[config.mk]
export PLATFORM = sky130hd
export DESIGN_NAME = axi4_burst_writer
export DESIGN_NICKNAME = d
export VERILOG_FILES = /design/src/rtl/axi4_burst_writer.sv
export SDC_FILE = /design/constraint.sdc
export NUM_CORES = 1
export LEC_CHECK = 0
export ABC_AREA = 1
export BUFFER_PORTS_ARGS = -buffer_cell sky130_fd_sc_hd__buf_4
export CORE_MARGIN = 2
export CORE_UTILIZATION = 38
export DETAILED_ROUTE_END_ITERATION = 12
export SLEW_MARGIN = 25
export SYNTH_ARGS = -nofsm -noshare
export SYNTH_HDL_FRONTEND = slang
export SYNTH_SLANG_ARGS = --single-unit
[constraint.sdc]
create_clock -name ACLK -period 7.78 [get_ports ACLK]
set_clock_uncertainty 0.05 [all_clocks]
set_input_delay 1.556 -clock ACLK [delete_from_list [all_inputs] [get_ports ACLK]]
set_output_delay 1.556 -clock ACLK [all_outputs]
set_load 0.1 [all_outputs]
[src/rtl/axi4_burst_writer.sv]
// axi4_burst_writer
//    AXI4 write-master engine. It takes one command (start byte address and
//    beat count) plus a beat-wide data stream and issues legal AXI4 INCR
//    bursts on AW/W/B. Each burst is capped at MAX_BURST beats and never
//    crosses a 4 KB boundary. A credit counter limits the number of AW
//    transfers that are still waiting for a B response. One done pulse
//    reports each command.
//
// Ports
//    ACLK, ARESETN            clock, asynchronous active-low reset
//    cmd_valid/ready          command handshake
//    cmd_addr, cmd_len        start byte address (beat aligned internally), beat count
//    s_data/s_valid/s_ready   write data stream, passed straight through to W
//    done, done_err           one-cycle completion pulse, and its error status
//    busy                     a command is in progress
//    M_AXI_AW*                write address channel (INCR bursts only)
//    M_AXI_W*                 write data channel
//    M_AXI_B*                 write response channel
//
// FSM states
//    state   | meaning
//    IDLE    | cmd_ready high, waiting for a command
//    CALC    | size the next burst: min(remaining, MAX_BURST, beats left in 4 KB page)
//    AW      | present the burst address; AWVALID waits for a free credit
//    W       | stream blen beats from s_* to W, WLAST on the final beat
//    DRAIN   | all data sent, wait for the outstanding B responses, then pulse done
module axi4_burst_writer #(
   parameter int                ADDR_WIDTH      = 32,
   parameter int                DATA_WIDTH      = 64,
   parameter int                ID_WIDTH        = 1,
   parameter logic [ID_WIDTH-1:0] AXI_ID        = '0,
   parameter int                MAX_BURST       = 256,
   parameter int                MAX_OUTSTANDING = 4,
   parameter int                LEN_WIDTH       = 16
) (
   input  logic                    ACLK,
   input  logic                    ARESETN,

   input  logic                    cmd_valid,
   output logic                    cmd_ready,
   input  logic [ADDR_WIDTH-1:0]   cmd_addr,
   input  logic [LEN_WIDTH-1:0]    cmd_len,

   input  logic [DATA_WIDTH-1:0]   s_data,
   input  logic                    s_valid,
   output logic                    s_ready,

   output logic                    done,
   output logic                    done_err,
   output logic                    busy,

   output logic [ID_WIDTH-1:0]     M_AXI_AWID,
   output logic [ADDR_WIDTH-1:0]   M_AXI_AWADDR,
   output logic [7:0]              M_AXI_AWLEN,
   output logic [2:0]              M_AXI_AWSIZE,
   output logic [1:0]              M_AXI_AWBURST,
   output logic                    M_AXI_AWLOCK,
   output logic [3:0]              M_AXI_AWCACHE,
   output logic [2:0]              M_AXI_AWPROT,
   output logic [3:0]              M_AXI_AWQOS,
   output logic                    M_AXI_AWVALID,
   input  logic                    M_AXI_AWREADY,

   output logic [DATA_WIDTH-1:0]   M_AXI_WDATA,
   output logic [DATA_WIDTH/8-1:0] M_AXI_WSTRB,
   output logic                    M_AXI_WLAST,
   output logic                    M_AXI_WVALID,
   input  logic                    M_AXI_WREADY,

   input  logic [ID_WIDTH-1:0]     M_AXI_BID,
   input  logic [1:0]              M_AXI_BRESP,
   input  logic                    M_AXI_BVALID,
   output logic                    M_AXI_BREADY
);

   localparam int BYTES = DATA_WIDTH / 8;
   localparam int LOG_B = $clog2(BYTES);
   localparam int OW    = $clog2(MAX_OUTSTANDING + 1);
   // wide enough for the 13-bit page-room value and the command length
   localparam int RW    = (LEN_WIDTH > 13) ? LEN_WIDTH : 13;

   typedef enum logic [2:0] {
      S_IDLE,
      S_CALC,
      S_AW,
      S_W,
      S_DRAIN
   } state_t;

   state_t                 state_q;
   logic [ADDR_WIDTH-1:0]  addr_q;
   logic [LEN_WIDTH-1:0]   remaining_q;
   logic [8:0]             blen_q;
   logic [8:0]             beat_cnt_q;
   logic [OW-1:0]          outstanding_q;
   logic [OW-1:0]          outstanding_d;
   logic                   err_q;
   logic                   awvalid_q;
   logic [ADDR_WIDTH-1:0]  awaddr_q;
   logic [7:0]             awlen_q;
   logic                   cmd_ready_q;
   logic                   busy_q;
   logic                   done_q;
   logic                   done_err_q;

   logic                   cmd_hs;
   logic                   aw_hs;
   logic                   w_hs;
   logic                   b_hs;
   logic                   bready;
   logic                   w_last;
   logic                   in_w;
   logic [12:0]            room_4k;
   logic [12:0]            beats_4k;
   logic [RW-1:0]          blen_lim;
   logic [8:0]             blen_d;
   logic [7:0]             awlen_d;
   logic [ADDR_WIDTH-1:0]  cmd_addr_al;

   // BID, BRESP[0] and the sub-beat address bits carry no information here
   logic                   unused_ok;
   assign unused_ok = ^{M_AXI_BID, M_AXI_BRESP[0], cmd_addr[LOG_B-1:0]};

   assign cmd_addr_al = {cmd_addr[ADDR_WIDTH-1:LOG_B], {LOG_B{1'b0}}};

   assign in_w   = (state_q == S_W);
   assign cmd_hs = cmd_valid & cmd_ready_q;
   assign aw_hs  = awvalid_q & M_AXI_AWREADY;
   assign w_hs   = in_w & s_valid & M_AXI_WREADY;
   assign bready = (outstanding_q != '0);
   assign b_hs   = M_AXI_BVALID & bready;
   assign w_last = (beat_cnt_q == 9'd1);

   // addr_q is always beat aligned, so the division by the beat size is exact
   assign room_4k  = 13'h1000 - {1'b0, addr_q[11:0]};
   assign beats_4k = room_4k >> LOG_B;

   always_comb begin
      blen_lim = RW'(MAX_BURST);
      if (RW'(beats_4k) < blen_lim) blen_lim = RW'(beats_4k);
      if (RW'(remaining_q) < blen_lim) blen_lim = RW'(remaining_q);
   end

   assign blen_d  = blen_lim[8:0];
   assign awlen_d = 8'(blen_d - 9'd1);

   // A same-cycle AW and B handshake cancel out. b_hs needs a nonzero
   // count, and AWVALID is only raised with a free credit, so the counter
   // cannot wrap in either direction.
   always_comb begin
      outstanding_d = outstanding_q;
      if (aw_hs && !b_hs)
         outstanding_d = outstanding_q + OW'(1);
      else if (!aw_hs && b_hs)
         outstanding_d = outstanding_q - OW'(1);
   end

   always_ff @(posedge ACLK or negedge ARESETN) begin
      if (!ARESETN) begin
         state_q       <= S_IDLE;
         addr_q        <= '0;
         remaining_q   <= '0;
         blen_q        <= '0;
         beat_cnt_q    <= '0;
         outstanding_q <= '0;
         err_q         <= 1'b0;
         awvalid_q     <= 1'b0;
         awaddr_q      <= '0;
         awlen_q       <= '0;
         cmd_ready_q   <= 1'b0;
         busy_q        <= 1'b0;
         done_q        <= 1'b0;
         done_err_q    <= 1'b0;
      end else begin
         outstanding_q <= outstanding_d;
         done_q        <= 1'b0;
         done_err_q    <= 1'b0;
         if (b_hs && M_AXI_BRESP[1])
            err_q <= 1'b1;

         case (state_q)
            S_IDLE: begin
               cmd_ready_q <= 1'b1;
               if (cmd_hs) begin
                  cmd_ready_q <= 1'b0;
                  addr_q      <= cmd_addr_al;
                  remaining_q <= cmd_len;
                  err_q       <= 1'b0;
                  busy_q      <= 1'b1;
                  state_q     <= (cmd_len == '0) ? S_DRAIN : S_CALC;
               end
            end

            S_CALC: begin
               awaddr_q <= addr_q;
               awlen_q  <= awlen_d;
               blen_q   <= blen_d;
               state_q  <= S_AW;
            end

            S_AW: begin
               if (awvalid_q) begin
                  if (M_AXI_AWREADY) begin
                     awvalid_q   <= 1'b0;
                     addr_q      <= addr_q + (ADDR_WIDTH'(blen_q) << LOG_B);
                     remaining_q <= remaining_q - LEN_WIDTH'(blen_q);
                     beat_cnt_q  <= blen_q;
                     state_q     <= S_W;
                  end
               end else if (outstanding_q < OW'(MAX_OUTSTANDING)) begin
                  awvalid_q <= 1'b1;
               end
            end

            S_W: begin
               if (w_hs) begin
                  beat_cnt_q <= beat_cnt_q - 9'd1;
                  if (w_last)
                     state_q <= (remaining_q != '0) ? S_CALC : S_DRAIN;
               end
            end

            S_DRAIN: begin
               // cmd_ready rises only in IDLE, so a new command lands at
               // the earliest on the cycle after done
               if (outstanding_q == '0) begin
                  done_q     <= 1'b1;
                  done_err_q <= err_q;
                  busy_q     <= 1'b0;
                  state_q    <= S_IDLE;
               end
            end

            default: state_q <= S_IDLE;
         endcase
      end
   end

   assign cmd_ready = cmd_ready_q;
   assign busy      = busy_q;
   assign done      = done_q;
   assign done_err  = done_err_q;

   assign M_AXI_AWID    = AXI_ID;
   assign M_AXI_AWADDR  = awaddr_q;
   assign M_AXI_AWLEN   = awlen_q;
   assign M_AXI_AWSIZE  = 3'(LOG_B);
   assign M_AXI_AWBURST = 2'b01;
   assign M_AXI_AWLOCK  = 1'b0;
   assign M_AXI_AWCACHE = 4'b0011;
   assign M_AXI_AWPROT  = 3'b000;
   assign M_AXI_AWQOS   = 4'b0000;
   assign M_AXI_AWVALID = awvalid_q;

   // W is a straight pass-through of the data stream while in W
   assign s_ready      = in_w & M_AXI_WREADY;
   assign M_AXI_WVALID = in_w & s_valid;
   assign M_AXI_WDATA  = in_w ? s_data : '0;
   assign M_AXI_WSTRB  = '1;
   assign M_AXI_WLAST  = in_w & w_last;

   assign M_AXI_BREADY = bready;

endmodule

### Word-level counts from Yosys, hierarchy flattened

Index checks and enable logic that the tools add are counted.

* bits of input ports: 122
* output and inout port bits: 139
* register bits after elaboration: 118

* $lt $le $gt $ge: 3
* bitwise operators: 7
* reductions and logical operators: 18
* $add $sub $neg: 7
* muxes and demuxes: 40
* equal/unequal tests: 11

Operator list (number)
* $mux 32: 3
* $mux 64: 1
* $pmux 32 s2: 1
* $mux 16: 3
* $mux 9: 4
* $add 32x12->32: 1
* $pmux 16 s2: 1
* $mux 3: 10
* $pmux 9 s2: 1
* $logic_not 16->1: 1
* $lt 16x10->1: 1
* $reduce_bool 16->1: 1
* $sub 16x9->16: 1
* $pmux 3 s5: 1
* $mux 1: 13
* $sub 13x12->13 const A: 1
* $ne 2x2->1 const B: 6
* $lt 10x9->1 const B: 1
* $mux 10: 1
* $eq 9x1->1 const B: 1
* $sub 9x1->9 const B: 1
* $reduce_and 4->1: 2
* $reduce_bool 2->1: 4
* $sub 8x1->8 const B: 1
* other kinds (14): 25

### Depth between registers and ports, before layout

Gate-level depths: netlist (run 1).

* word-level depth: 6
* gate-level depth with buffers: 28

### Worst setup path after synthesis (run 1)

Ideal clock, no wire load.

* path type: input-to-output
* start point: input s_valid
* end point: output M_AXI_WVALID
* path buffers: 0
* slack: 3.330 ns
* arrival: 2.844 ns
* required time: 6.174 ns
* cell stages on the path: 2
* cell sequence: inv_1 nor2_1

* longest elaborated chain between the ends: 1

Ends and longest elaborated chain
* from (decl): line 45 `input logic s_valid,`
* $and 1x1->1: line 257 `assign M_AXI_WVALID = in_w & s_valid;`
* to (decl): line 67 `output logic M_AXI_WVALID,`

Every way passes these cells.

### Worst setup path in the final report (run 1)

* start point: register state_q[0]
* end point: output M_AXI_WDATA[27]

* longest elaborated chain between the ends: 2

Ends and longest elaborated chain
* from (decl): line 90 `state_t state_q;`
* from (signal assigned): line 190 `state_q <= (cmd_len == '0) ? S_DRAIN : S_CALC;`
* from (signal assigned): line 219 `state_q <= (remaining_q != '0) ? S_CALC : S_DRAIN;`
* $eq 3x2->1: line 126 `assign in_w = (state_q == S_W);`
* $mux 64: line 258 `assign M_AXI_WDATA = in_w ? s_data : '0;`
* to (decl): line 64 `output logic [DATA_WIDTH-1:0] M_AXI_WDATA,`

Every way passes these cells.

==> results of run 1 <==
==> per-stage QoR <==
step | worst slack [ns] | cells | hold slack, ns | instance area, um^2 | utilization, %
after floorplan | 3.330 | 1086 | 0.4099 | 7720 | -
after global placement | 3.890 | 1517 | 0.4189 | 9448 | 48.23
after detailed placement | 3.887 | 1517 | 0.4217 | 9448 | 48.23
after CTS | 3.809 | 1533 | 0.4423 | 9739 | 49.72
after global routing | 3.567 | 1533 | 0.4525 | 9743 | 49.73
final | 3.810 | 1533 | 0.4351 | 9743 | 49.73
==> cells in the mapped netlist, types with 2 or more instances <==
cell type	number
sky130_fd_sc_hd__o21ai_0	125
sky130_fd_sc_hd__ha_1	33
sky130_fd_sc_hd__inv_1	178
sky130_fd_sc_hd__nor3b_1	2
sky130_fd_sc_hd__o31ai_1	5
sky130_fd_sc_hd__buf_4	29
sky130_fd_sc_hd__buf_1	2
sky130_fd_sc_hd__nand2_4	2
sky130_fd_sc_hd__a31oi_1	2
sky130_fd_sc_hd__nand4_1	10
sky130_fd_sc_hd__o21a_1	2
sky130_fd_sc_hd__nor3_1	17
sky130_fd_sc_hd__o21ai_2	2
sky130_fd_sc_hd__dfrtp_1	112
sky130_fd_sc_hd__o21bai_1	2
sky130_fd_sc_hd__nor2_2	3
sky130_fd_sc_hd__nor4_1	8
sky130_fd_sc_hd__buf_2	3
sky130_fd_sc_hd__o221ai_1	6
sky130_fd_sc_hd__nand2_2	9
sky130_fd_sc_hd__nand3_1	35
sky130_fd_sc_hd__nor2_4	2
sky130_fd_sc_hd__fa_1	3
sky130_fd_sc_hd__xor2_1	15
sky130_fd_sc_hd__o211ai_1	23
sky130_fd_sc_hd__clkbuf_1	32
sky130_fd_sc_hd__o22ai_1	17
sky130_fd_sc_hd__nand2_1	168
sky130_fd_sc_hd__o21ai_1	3
sky130_fd_sc_hd__or2_2	4
sky130_fd_sc_hd__xnor2_1	7
sky130_fd_sc_hd__nor2_1	135
sky130_fd_sc_hd__a21oi_1	44
sky130_fd_sc_hd__conb_1	2
==> area by class of cell <==
cell class | count | area share (%)
clock buffers | 11 | 2.594
clock inverters | 5 | 0.3981
inverters | 180 | 6.935
multi-input cells | 727 | 39.91
flip-flops and latches | 112 | 28.77
well taps | 265 | 3.403
repair buffers | 233 | 17.99
==> sequential cells by signal (all words and copies together) (netlist names), 3 cells and up <==
register,flops
state_q,3
remaining_q,16
M_AXI_AWADDR,29
outstanding_q,3
addr_q,29
M_AXI_AWLEN,8
blen_q,9
beat_cnt_q,9
==> path summary, 6_finish.rpt <==
path / slack (ns) / cells after the start / endpoint / from
worst max-delay path: 3.81 / 6 / M_AXI_WDATA[27] / state_q[0]$_DFFE_PN0P_
worst min-delay path: 0.44 / 2 / M_AXI_AWADDR[5]$_DFFE_PN0P_ / M_AXI_AWADDR[5]$_DFFE_PN0P_
worst max register to register: 3.91 / 23 / M_AXI_AWLEN[4]$_DFFE_PN0P_ / addr_q[4]$_DFFE_PN0P_
worst min register to register: 0.44 / 2 / M_AXI_AWADDR[5]$_DFFE_PN0P_ / M_AXI_AWADDR[5]$_DFFE_PN0P_
max in group asynchronous: 5.49 / 2 / beat_cnt_q[1]$_DFFE_PN0P_ / ARESETN
min in group asynchronous: 1.17 / 1 / M_AXI_AWADDR[20]$_DFFE_PN0P_ / ARESETN
==> layout by cell type (no fill, tap or decap), types with 15 or more instances in the layout <==
cell type and count:
sky130_fd_sc_hd__nor3_1 17, sky130_fd_sc_hd__nor2_1 134, sky130_fd_sc_hd__xor2_1 15, sky130_fd_sc_hd__buf_4 232, sky130_fd_sc_hd__o211ai_1 23, sky130_fd_sc_hd__a21oi_1 43, sky130_fd_sc_hd__dfrtp_1 112, sky130_fd_sc_hd__nand3_1 35
sky130_fd_sc_hd__inv_1 177, sky130_fd_sc_hd__nand2_1 168, sky130_fd_sc_hd__o22ai_1 17, sky130_fd_sc_hd__conb_1 30, sky130_fd_sc_hd__ha_1 33, sky130_fd_sc_hd__o21ai_0 125
==> cell families (layout without fill, tap and decap cells) <==
| family | count (synthesis) | in the layout | synth area share (%) |
|---|---|---|---|
| AND/OR/NAND/NOR | 398 | 398 | 22.30 |
| multiplexers | 1 | 1 | 0.1479 |
| buffers and inverters | 247 | 429 | 13.75 |
| other | 2 | 30 | 0.09862 |
| flip-flops | 112 | 112 | 36.81 |
| AO/OA/AOI/OAI | 240 | 240 | 18.16 |
| XOR/XNOR | 22 | 22 | 2.530 |
| adder cells (fa/ha/maj) | 36 | 36 | 6.211 |
==> layer usage <==
metal / vias up / GRT usage, % / share of wire (%)
li1: 3779 / - / -
met1: 3392 / 27.95 / 49
met2: 135 / 32.87 / 46
met3: 15 / 4.013 / 3.6
met4: 0 / 4.363 / 1.3
met5: - / 0 / 0
==> worst reg2reg max path: stages, from the launching register on <==
cell and delay, ns:
sky130_fd_sc_hd__dfrtp_1 0.40, sky130_fd_sc_hd__inv_1 0.21, sky130_fd_sc_hd__ha_1 0.21, sky130_fd_sc_hd__nand2_2 0.08, sky130_fd_sc_hd__nor2_1 0.10, sky130_fd_sc_hd__nand2_1 0.06, sky130_fd_sc_hd__nand2_2 0.09, sky130_fd_sc_hd__nand2_1 0.10
sky130_fd_sc_hd__inv_1 0.22, sky130_fd_sc_hd__nand3_1 0.19, sky130_fd_sc_hd__ha_1 0.33, sky130_fd_sc_hd__a21oi_1 0.15, sky130_fd_sc_hd__nor2_1 0.05, sky130_fd_sc_hd__a211oi_1 0.24, sky130_fd_sc_hd__nand2_2 0.12, sky130_fd_sc_hd__nand2_4 0.11
sky130_fd_sc_hd__nand2_4 0.12, sky130_fd_sc_hd__o21ai_2 0.24, sky130_fd_sc_hd__inv_1 0.10, sky130_fd_sc_hd__ha_1 0.22, sky130_fd_sc_hd__nand2_1 0.12, sky130_fd_sc_hd__nor2_2 0.07, sky130_fd_sc_hd__nor2_1 0.10, sky130_fd_sc_hd__a2bb2oi_1 0.08
==> impl_summary.log, run 1 <==
[metrics] max cap viols: 0
[metrics] biggest fanout along the worst timing path: 45
[metrics] sum of negative setup slack: 0 ns
[metrics] outcome: finished clean
[metrics] aggregate global routing overflow: 0
[metrics] Die H: 145.6 um
[metrics] number of flops mapped to enable cells by yosys: 0
[metrics] pins over their slew limit: 0
[metrics] detail-routed net length per standard cell: 14.02 um
[metrics] wire length reported by the detailed router: 21,490 um
[metrics] Final setup violation count: 0
[metrics] max incr delay on CP: 0.46 ns
[metrics] initial detailed-routing violation count: 299
[metrics] buffer type at the clock tree root: sky130_fd_sc_hd__clkbuf_16
[metrics] share of synthesized flip-flops with an asynchronous set or reset: 100.0%
[metrics] Layout Area Growth over Synthesis: 27.95%
[metrics] residual DRC count: 0
[metrics] netlist area before placement: 0.007615 mm^2
[metrics] cell at the slowest stage of the critical path: sky130_fd_sc_hd__dfrtp_1
[metrics] clock tree from TritonCTS: built
[metrics] Crit path arrival time: 2.36 ns
[metrics] biggest area contributors in the synthesized netlist: sky130_fd_sc_hd__dfrtp_1 37%, sky130_fd_sc_hd__inv_1 8.8%, sky130_fd_sc_hd__nand2_1 8.3%
[metrics] site row count: 51
[metrics] Setup crit end kind: output port
[metrics] first-pass GRT wire length: 35,380 um
[metrics] combined area of the multi-input logic cells: 0.003889 mm^2
[metrics] Buffers on Ports: 226
[metrics] min cycle time layout: 3.971 ns
[metrics] most used flip-flop cell after synthesis: sky130_fd_sc_hd__dfrtp_1
[metrics] setup repair after global routing missed its margin: no
[metrics] clock latency on the worst-skew pair: 0.36 ns
[metrics] total number of vias: 7,321
[metrics] maximum level of the CTS H-tree: 3
[metrics] sum of buffers and inverters on the critical path: 4
[metrics] clock-pin slew of the registers on the worst-case setup and hold paths: 0.07 ns
[metrics] share of the cycle needed by the critical path after routing: 51.03%
[metrics] All-Layer GR Usage: 20.19%
[metrics] type of element launching the critical path: register
[metrics] fillcell total: 2,017
[metrics] count of synthesis-stage warnings from yosys: 0
[metrics] io pins: 261
[metrics] number of iterations in the first detailed-routing pass: 5
[metrics] number of diodes: 0
[metrics] initial standard-cell utilization of the core: 38.87%
[metrics] cell-by-cell trace of the critical path: inv_1 > nor3_1 > inv_2 > buf_4 > nor2_1 > buf_4
[metrics] kind of cell adding the most delay to the critical path: buffers and inverters
[metrics] worst slew pin tran: 0.9054 ns
[metrics] Post-CTS Hold Fix Bufs: 0
[metrics] proportion of layout cells with a drive suffix above 1: 22.08%
[metrics] Top cell by count, worst path: sky130_fd_sc_hd__buf_4
[metrics] classification of the worst-slack hold path: reg -> reg
[metrics] via count of the first global-routing pass: 6,991
[metrics] share of the synthesized area in the top cell type: 36.81%
[metrics] number of clock buffers inserted by TritonCTS: 9
[metrics] post-synthesis cell type count: 50
[metrics] hpwl dp: 16,360 um
[metrics] register area: 0.002803 mm^2
[metrics] max-slew headroom at the worst pin: 39.57%
[metrics] synthesized flop and latch total: 112
[metrics] core area: 0.01959 mm^2
[metrics] Final GP Congestion: 0.8712
[metrics] Clock Path Buffers: 2
[metrics] Clock Sink Count: 112
[metrics] Worst Path Required: 6.17 ns
[metrics] post-route ant nets: 0
[metrics] number of gates resized after cts: 0
[metrics] post-CTS setup buffer count: 0
[metrics] Post-Syn Area per Cell: 7.197 um^2
[metrics] Seq/Total Area, Yosys: 36.81%
[metrics] worst setup path class: reg -> out
[metrics] die footprint: 0.02119 mm^2
[metrics] initial antenna violation count: 0
[metrics] number of nets at the end of the flow: 1,421
[metrics] maximum achievable frequency: 0.2519 GHz
[metrics] most area-hungry cell type in the Yosys netlist: sky130_fd_sc_hd__dfrtp_1
[metrics] die outline width: 145.6 um
[metrics] number of failing hold endpoints at the final stage: 0
[metrics] number of cells produced by synthesis: 1,058
[metrics] routed vias/inst: 4.776
[metrics] maximum number of pins on one net before global-route repair: 87
Power of run 1 is left out: the tool's default activity adds up to more than one toggle a clock period on the data nets, which glitch-free logic cannot reach.
==> inputs of run 2 (changes only) <==
PLACE_DENSITY = 0.66   (was unset)
clock period = 3.5 ns   (was 7.78 ns; I/O delays follow)
==> impl_summary.log, run 2 (synthesis gave the netlist of run 1 again) <==
[metrics] io pins: 261
[metrics] cell count after placement: 1,529
[metrics] biggest fanout along the worst timing path: 6
[metrics] Layout Area Growth over Synthesis: 30.41%
[metrics] share of the cycle needed by the critical path after routing: 92.03%
[metrics] worst setup path class: reg -> reg
[metrics] max cap viols: 0
[metrics] sum of negative setup slack: 0 ns
[metrics] min cycle time layout: 3.221 ns
[metrics] Buffers on Ports: 226
[metrics] aggregate global routing overflow: 0
[metrics] pins over their slew limit: 0
[metrics] Clock Path Buffers: 2
[metrics] initial detailed-routing violation count: 312
[metrics] number of iterations in the first detailed-routing pass: 4
[metrics] site row count: 51
[metrics] Final setup violation count: 0
[metrics] Clock Sink Count: 112
[metrics] final standard cell utilization of the core: 50.69%
[metrics] core area: 0.01959 mm^2
[metrics] initial antenna violation count: 0
[metrics] number of clock buffers inserted by TritonCTS: 9
[metrics] All-Layer GR Usage: 20.77%
[metrics] die outline width: 145.6 um
[metrics] residual DRC count: 0
[metrics] Final GP Congestion: 0.9169
[metrics] slack of the worst reg-to-reg path: 0.28 ns
[metrics] clock tree from TritonCTS: built
[metrics] total number of vias: 7,348
[metrics] routed vias/inst: 4.747
[metrics] Post-CTS Hold Fix Bufs: 0
[metrics] maximum achievable frequency: 0.3105 GHz
[metrics] buffer type at the clock tree root: sky130_fd_sc_hd__clkbuf_16
[metrics] worst slew pin tran: 0.8772 ns
[metrics] initial standard-cell utilization of the core: 38.87%
[metrics] hpwl dp: 17,180 um
[metrics] number of non-filler instances in the completed layout: 1,548
[metrics] proportion of layout cells with a drive suffix above 1: 23.77%
[metrics] post-route ant nets: 0
[metrics] number of nets at the end of the flow: 1,436
[metrics] Worst Path Required: 3.69 ns
[metrics] wire length reported by the detailed router: 22,240 um
[metrics] clock-pin slew of the registers on the worst-case setup and hold paths: 0.08 ns
[metrics] first-pass GRT wire length: 36,180 um
[metrics] detail-routed net length per standard cell: 14.37 um
[metrics] number of failing hold endpoints at the final stage: 0
[metrics] maximum number of pins on one net before global-route repair: 77
[metrics] most common cell after layout, fill and taps aside: sky130_fd_sc_hd__buf_4
[metrics] max-slew headroom at the worst pin: 41.52%
[metrics] via count of the first global-routing pass: 7,074
[metrics] Die H: 145.6 um
[metrics] type of element launching the critical path: register
[metrics] die footprint: 0.02119 mm^2
[metrics] maximum level of the CTS H-tree: 3
[metrics] clock latency on the worst-skew pair: 0.36 ns
[metrics] leading cell types in the layout, fill and taps excluded: 246 x sky130_fd_sc_hd__buf_4, 175 x sky130_fd_sc_hd__inv_1, 166 x sky130_fd_sc_hd__nand2_1, 133 x sky130_fd_sc_hd__nor2_1, 124 x sky130_fd_sc_hd__o21ai_0
[metrics] Crit path arrival time: 3.41 ns
[metrics] number of diodes: 0
[metrics] outcome: finished clean
[metrics] classification of the worst-slack hold path: in -> async
[metrics] Setup crit end kind: register
==> run 2: cell count changes in the layout (fill, tap and decap cells not counted), sizes merged <==
cell / change
bufinv: +1
buf: +15
clkinv: -1
clkinvlp: +2
clkbuf: -2
==> run 2: timing repair <==
item	in CTS	in global routing
resized for setup	0	12
setup buffers	0	3
endpoints found under the setup margin	0	8
==> run 2: layout make-up <==
type	count	area, um^2
clock buffer	9	225.2
clock inverter	7	71.32
fill	1946	9659
inverter	180	678.2
multi-input combinational	727	3935
sequential	112	2803
tap	265	331.6
timing repair buffer	248	1887
==> run 2: stage by stage <==
step                      hold WS [ns]  setup slack, ns  cell area, um^2
after detailed placement        0.4195           0.1709             9565
after global routing            0.3348         -0.05060             9931
after CTS                       0.3201           0.1465             9862
after global placement          0.4194           0.2217             9563
after floorplan                 0.3544          0.06245             7720
final                           0.2936           0.2791             9931
==> run 2: path summary, 6_finish.rpt <==
kind	startpoint	cells past startpoint	end
worst max register to register	addr_q[4]$_DFFE_PN0P_	19	M_AXI_AWLEN[6]$_DFFE_PN0P_
worst min-delay path	ARESETN	1	M_AXI_AWADDR[21]$_DFFE_PN0P_
worst max-delay path	addr_q[4]$_DFFE_PN0P_	19	M_AXI_AWLEN[6]$_DFFE_PN0P_
min in group ACLK	M_AXI_AWLEN[7]$_DFFE_PN0P_	2	M_AXI_AWLEN[7]$_DFFE_PN0P_
max in group asynchronous	ARESETN	2	addr_q[8]$_DFFE_PN0P_
worst min register to register	M_AXI_AWLEN[7]$_DFFE_PN0P_	2	M_AXI_AWLEN[7]$_DFFE_PN0P_
==> run 2: layer usage <==
metal | up-vias | track usage [%] | share of wire, %
li1 | 3808 | - | -
met1 | 3347 | 28.57 | 47
met2 | 161 | 33.74 | 47
met3 | 32 | 3.417 | 4.1
met4 | 0 | 6.225 | 1.9
met5 | - | 0 | 0
==> run 2: worst max-delay path, cell delays in order, from the launching register on <==
cell and delay (ns):
sky130_fd_sc_hd__dfrtp_1 0.40, sky130_fd_sc_hd__inv_1 0.08, sky130_fd_sc_hd__buf_4 0.15, sky130_fd_sc_hd__nand3_2 0.12, sky130_fd_sc_hd__nor2_2 0.13, sky130_fd_sc_hd__nand2_1 0.09, sky130_fd_sc_hd__nand2_2 0.11, sky130_fd_sc_hd__inv_2 0.05
sky130_fd_sc_hd__buf_4 0.15, sky130_fd_sc_hd__ha_1 0.21, sky130_fd_sc_hd__a2111oi_4 0.49, sky130_fd_sc_hd__buf_4 0.23, sky130_fd_sc_hd__nand3_1 0.08, sky130_fd_sc_hd__nand2_1 0.15, sky130_fd_sc_hd__ha_1 0.18, sky130_fd_sc_hd__nand2_1 0.09
sky130_fd_sc_hd__nor2_2 0.13, sky130_fd_sc_hd__nand2_1 0.06, sky130_fd_sc_hd__nand3_1 0.07, sky130_fd_sc_hd__nand3_1 0.07
Power of run 2 is left out for the same reason.
==> inputs of run 3 (changes only) <==
CELL_PAD_IN_SITES_DETAIL_PLACEMENT = 2   (was unset)
CELL_PAD_IN_SITES_GLOBAL_PLACEMENT = 2   (was unset)
CORE_UTILIZATION = 25   (was 38)
PLACE_DENSITY = unset   (was 0.66)
PLACE_DENSITY_LB_ADDON = 0.1   (was unset)
SLEW_MARGIN = 20   (was 25)
==> impl_summary.log, run 3 (synthesis gave the netlist of run 1 again) <==
[metrics] outcome: finished clean
[metrics] share of the cycle needed by the critical path after routing: 93.80%
[metrics] clock latency on the worst-skew pair: 0.37 ns
[metrics] min cycle time layout: 3.283 ns
[metrics] die footprint: 0.03187 mm^2
[metrics] Clock Sink Count: 112
[metrics] worst flop-to-flop path startpoint: addr_q[4]$_DFFE_PN0P_
[metrics] routed wl met3: 966 um
[metrics] clock tree from TritonCTS: built
[metrics] hpwl dp: 22,450 um
[metrics] core area: 0.02980 mm^2
[metrics] wire length reported by the detailed router: 28,750 um
[metrics] worst-case setup slack after placement: -0.03695 ns
[metrics] io pins: 261
[metrics] most common cell after layout, fill and taps aside: sky130_fd_sc_hd__buf_4
[metrics] routed vias/inst: 4.633
[metrics] number of failing hold endpoints at the final stage: 0
[metrics] worst setup path class: reg -> reg
[metrics] top layer reached by signal wires: met4
[metrics] detailed route wirelength on metal2: 14,800 um
[metrics] maximum achievable frequency: 0.3046 GHz
[metrics] via count of the first global-routing pass: 8,171
[metrics] classification of the worst-slack hold path: in -> async
[metrics] Final GP Congestion: 0.7546
[metrics] first-pass GRT wire length: 45,020 um
[metrics] Layout Area Growth over Synthesis: 33.50%
[metrics] number of nets at the end of the flow: 1,442
[metrics] initial antenna violation count: 0
[metrics] worst slew pin tran: 0.7748 ns
[metrics] post-route setup slack: 0.2171 ns
[metrics] initial standard-cell utilization of the core: 25.56%
[metrics] sum of negative setup slack: 0 ns
[metrics] post-route ant nets: 0
[metrics] buffer type at the clock tree root: sky130_fd_sc_hd__clkbuf_16
[metrics] number of diodes: 0
[metrics] type of element launching the critical path: register
[metrics] number of clock buffers inserted by TritonCTS: 9
[metrics] Crit path arrival time: 3.49 ns
[metrics] Final setup violation count: 0
[metrics] maximum level of the CTS H-tree: 3
[metrics] Clock Path Buffers: 2
[metrics] biggest fanout along the worst timing path: 5
[metrics] number of iterations in the first detailed-routing pass: 4
[metrics] clock-pin slew of the registers on the worst-case setup and hold paths: 0.09 ns
[metrics] Buffers on Ports: 226
[metrics] die outline width: 178.5 um
[metrics] final design instance area without fill: 0.01017 mm^2
[metrics] worst reg2reg path endpoint: M_AXI_AWLEN[5]$_DFFE_PN0P_
[metrics] Worst Path Required: 3.71 ns
[metrics] initial detailed-routing violation count: 263
[metrics] total number of vias: 7,778
[metrics] site row count: 63
[metrics] routed metal-1 wire length: 12,660 um
[metrics] All-Layer GR Usage: 18.09%
[metrics] Placed Instance Area: 0.009809 mm^2
[metrics] detail-routed net length per standard cell: 17.12 um
[metrics] pins over their slew limit: 0
[metrics] aggregate global routing overflow: 0
[metrics] Die H: 178.5 um
[metrics] Worst Reg2Reg Path Length in Cells: 21
[metrics] slack of the worst reg-to-reg path: 0.22 ns
[metrics] residual DRC count: 0
[metrics] maximum number of pins on one net before global-route repair: 76
[metrics] proportion of layout cells with a drive suffix above 1: 23.97%
[metrics] max-slew headroom at the worst pin: 48.34%
[metrics] max cap viols: 0
[metrics] Setup crit end kind: register
[metrics] leading cell types in the layout, fill and taps excluded: 249 x sky130_fd_sc_hd__buf_4, 176 x sky130_fd_sc_hd__inv_1, 166 x sky130_fd_sc_hd__nand2_1, 133 x sky130_fd_sc_hd__nor2_1, 125 x sky130_fd_sc_hd__o21ai_0
==> run 3: changes by cell type in the layout (fill, tap and decap cells not counted), moves of 2 or more <==
| cell | previous run | this run |
|---|---|---|
| sky130_fd_sc_hd__a21oi_1 | 41 | 43 |
| sky130_fd_sc_hd__a21oi_2 | 2 | 0 |
| sky130_fd_sc_hd__inv_8 | 0 | 2 |
| sky130_fd_sc_hd__nand2_4 | 1 | 3 |
| sky130_fd_sc_hd__buf_12 | 2 | 5 |
| sky130_fd_sc_hd__clkinv_2 | 2 | 0 |
| sky130_fd_sc_hd__clkinv_4 | 0 | 2 |
| sky130_fd_sc_hd__buf_4 | 246 | 249 |
==> run 3: repair_timing <==
| action | in CTS | in global routing |
|---|---|---|
| pin swaps | 0 | 2 |
| setup buffers | 0 | 3 |
| gates resized for setup | 1 | 9 |
| endpoints found under the setup margin | 3 | 11 |
| hold buffers | 0 | 0 |
==> run 3: cell type report <==
cell class              count  area (um^2)
clock buffers               9        225.2
clock inverters             7        63.81
inverters                 180        678.2
flip-flops and latches    112         2803
multi-input cells         727         3939
fillers                  3571        19630
repair buffers            254         1969
well taps                 390        488.0
==> run 3: per-layer routing <==
metal | GRT usage (%) | vias up
met3 | 2.856 | 17
met4 | 3.760 | 0
met1 | 23.27 | 3849
met5 | 0 | -
li1 | - | 3808
met2 | 31.87 | 104
==> run 3: per-stage QoR <==
step / std cells / hold WS (ns) / utilization (%)
final: 1679 / 0.3139 / 34.12
after detailed placement: 1660 / 0.4261 / 32.92
after global placement: 1660 / 0.4187 / 32.91
after CTS: 1676 / 0.3396 / 33.91
after global routing: 1679 / 0.3579 / 34.12
after floorplan: 1086 / 0.3544 / -
==> run 3: worst max path at each step <==
| stage | cells after the start | from | slack (ns) | to |
|---|---|---|---|---|
| floorplan | 6 | state_q[0]$_DFFE_PN0P_ | 0.06 | M_AXI_WDATA[10] |
| global placement | 25 | addr_q[4]$_DFFE_PN0P_ | 0.16 | M_AXI_AWLEN[6]$_DFFE_PN0P_ |
| detailed placement | 26 | addr_q[4]$_DFFE_PN0P_ | -0.04 | M_AXI_AWLEN[6]$_DFFE_PN0P_ |
| CTS | 26 | addr_q[4]$_DFFE_PN0P_ | 0.03 | M_AXI_AWLEN[6]$_DFFE_PN0P_ |
| global route | 25 | addr_q[3]$_DFFE_PN0P_ | -0.03 | M_AXI_AWLEN[6]$_DFFE_PN0P_ |
| finish | 21 | addr_q[4]$_DFFE_PN0P_ | 0.22 | M_AXI_AWLEN[5]$_DFFE_PN0P_ |
==> run 3: critical path, stage by stage, from the launching register on <==
cell and delay [ns]:
sky130_fd_sc_hd__dfrtp_1 0.39, sky130_fd_sc_hd__inv_1 0.08, sky130_fd_sc_hd__buf_4 0.15, sky130_fd_sc_hd__nand3_2 0.11, sky130_fd_sc_hd__nor2_2 0.15, sky130_fd_sc_hd__inv_1 0.08
sky130_fd_sc_hd__o21ai_0 0.15, sky130_fd_sc_hd__o211ai_1 0.19, sky130_fd_sc_hd__ha_1 0.36, sky130_fd_sc_hd__nand2_1 0.11, sky130_fd_sc_hd__nor2_1 0.06, sky130_fd_sc_hd__a211oi_2 0.19
sky130_fd_sc_hd__nand2_2 0.11, sky130_fd_sc_hd__nand2_4 0.09, sky130_fd_sc_hd__buf_4 0.14, sky130_fd_sc_hd__nand3_1 0.08, sky130_fd_sc_hd__nand2_1 0.16, sky130_fd_sc_hd__nand2_1 0.13
sky130_fd_sc_hd__nor2_4 0.15, sky130_fd_sc_hd__inv_1 0.08, sky130_fd_sc_hd__o21ai_2 0.10, sky130_fd_sc_hd__nand3_1 0.07
Power of run 3 is left out for the same reason.
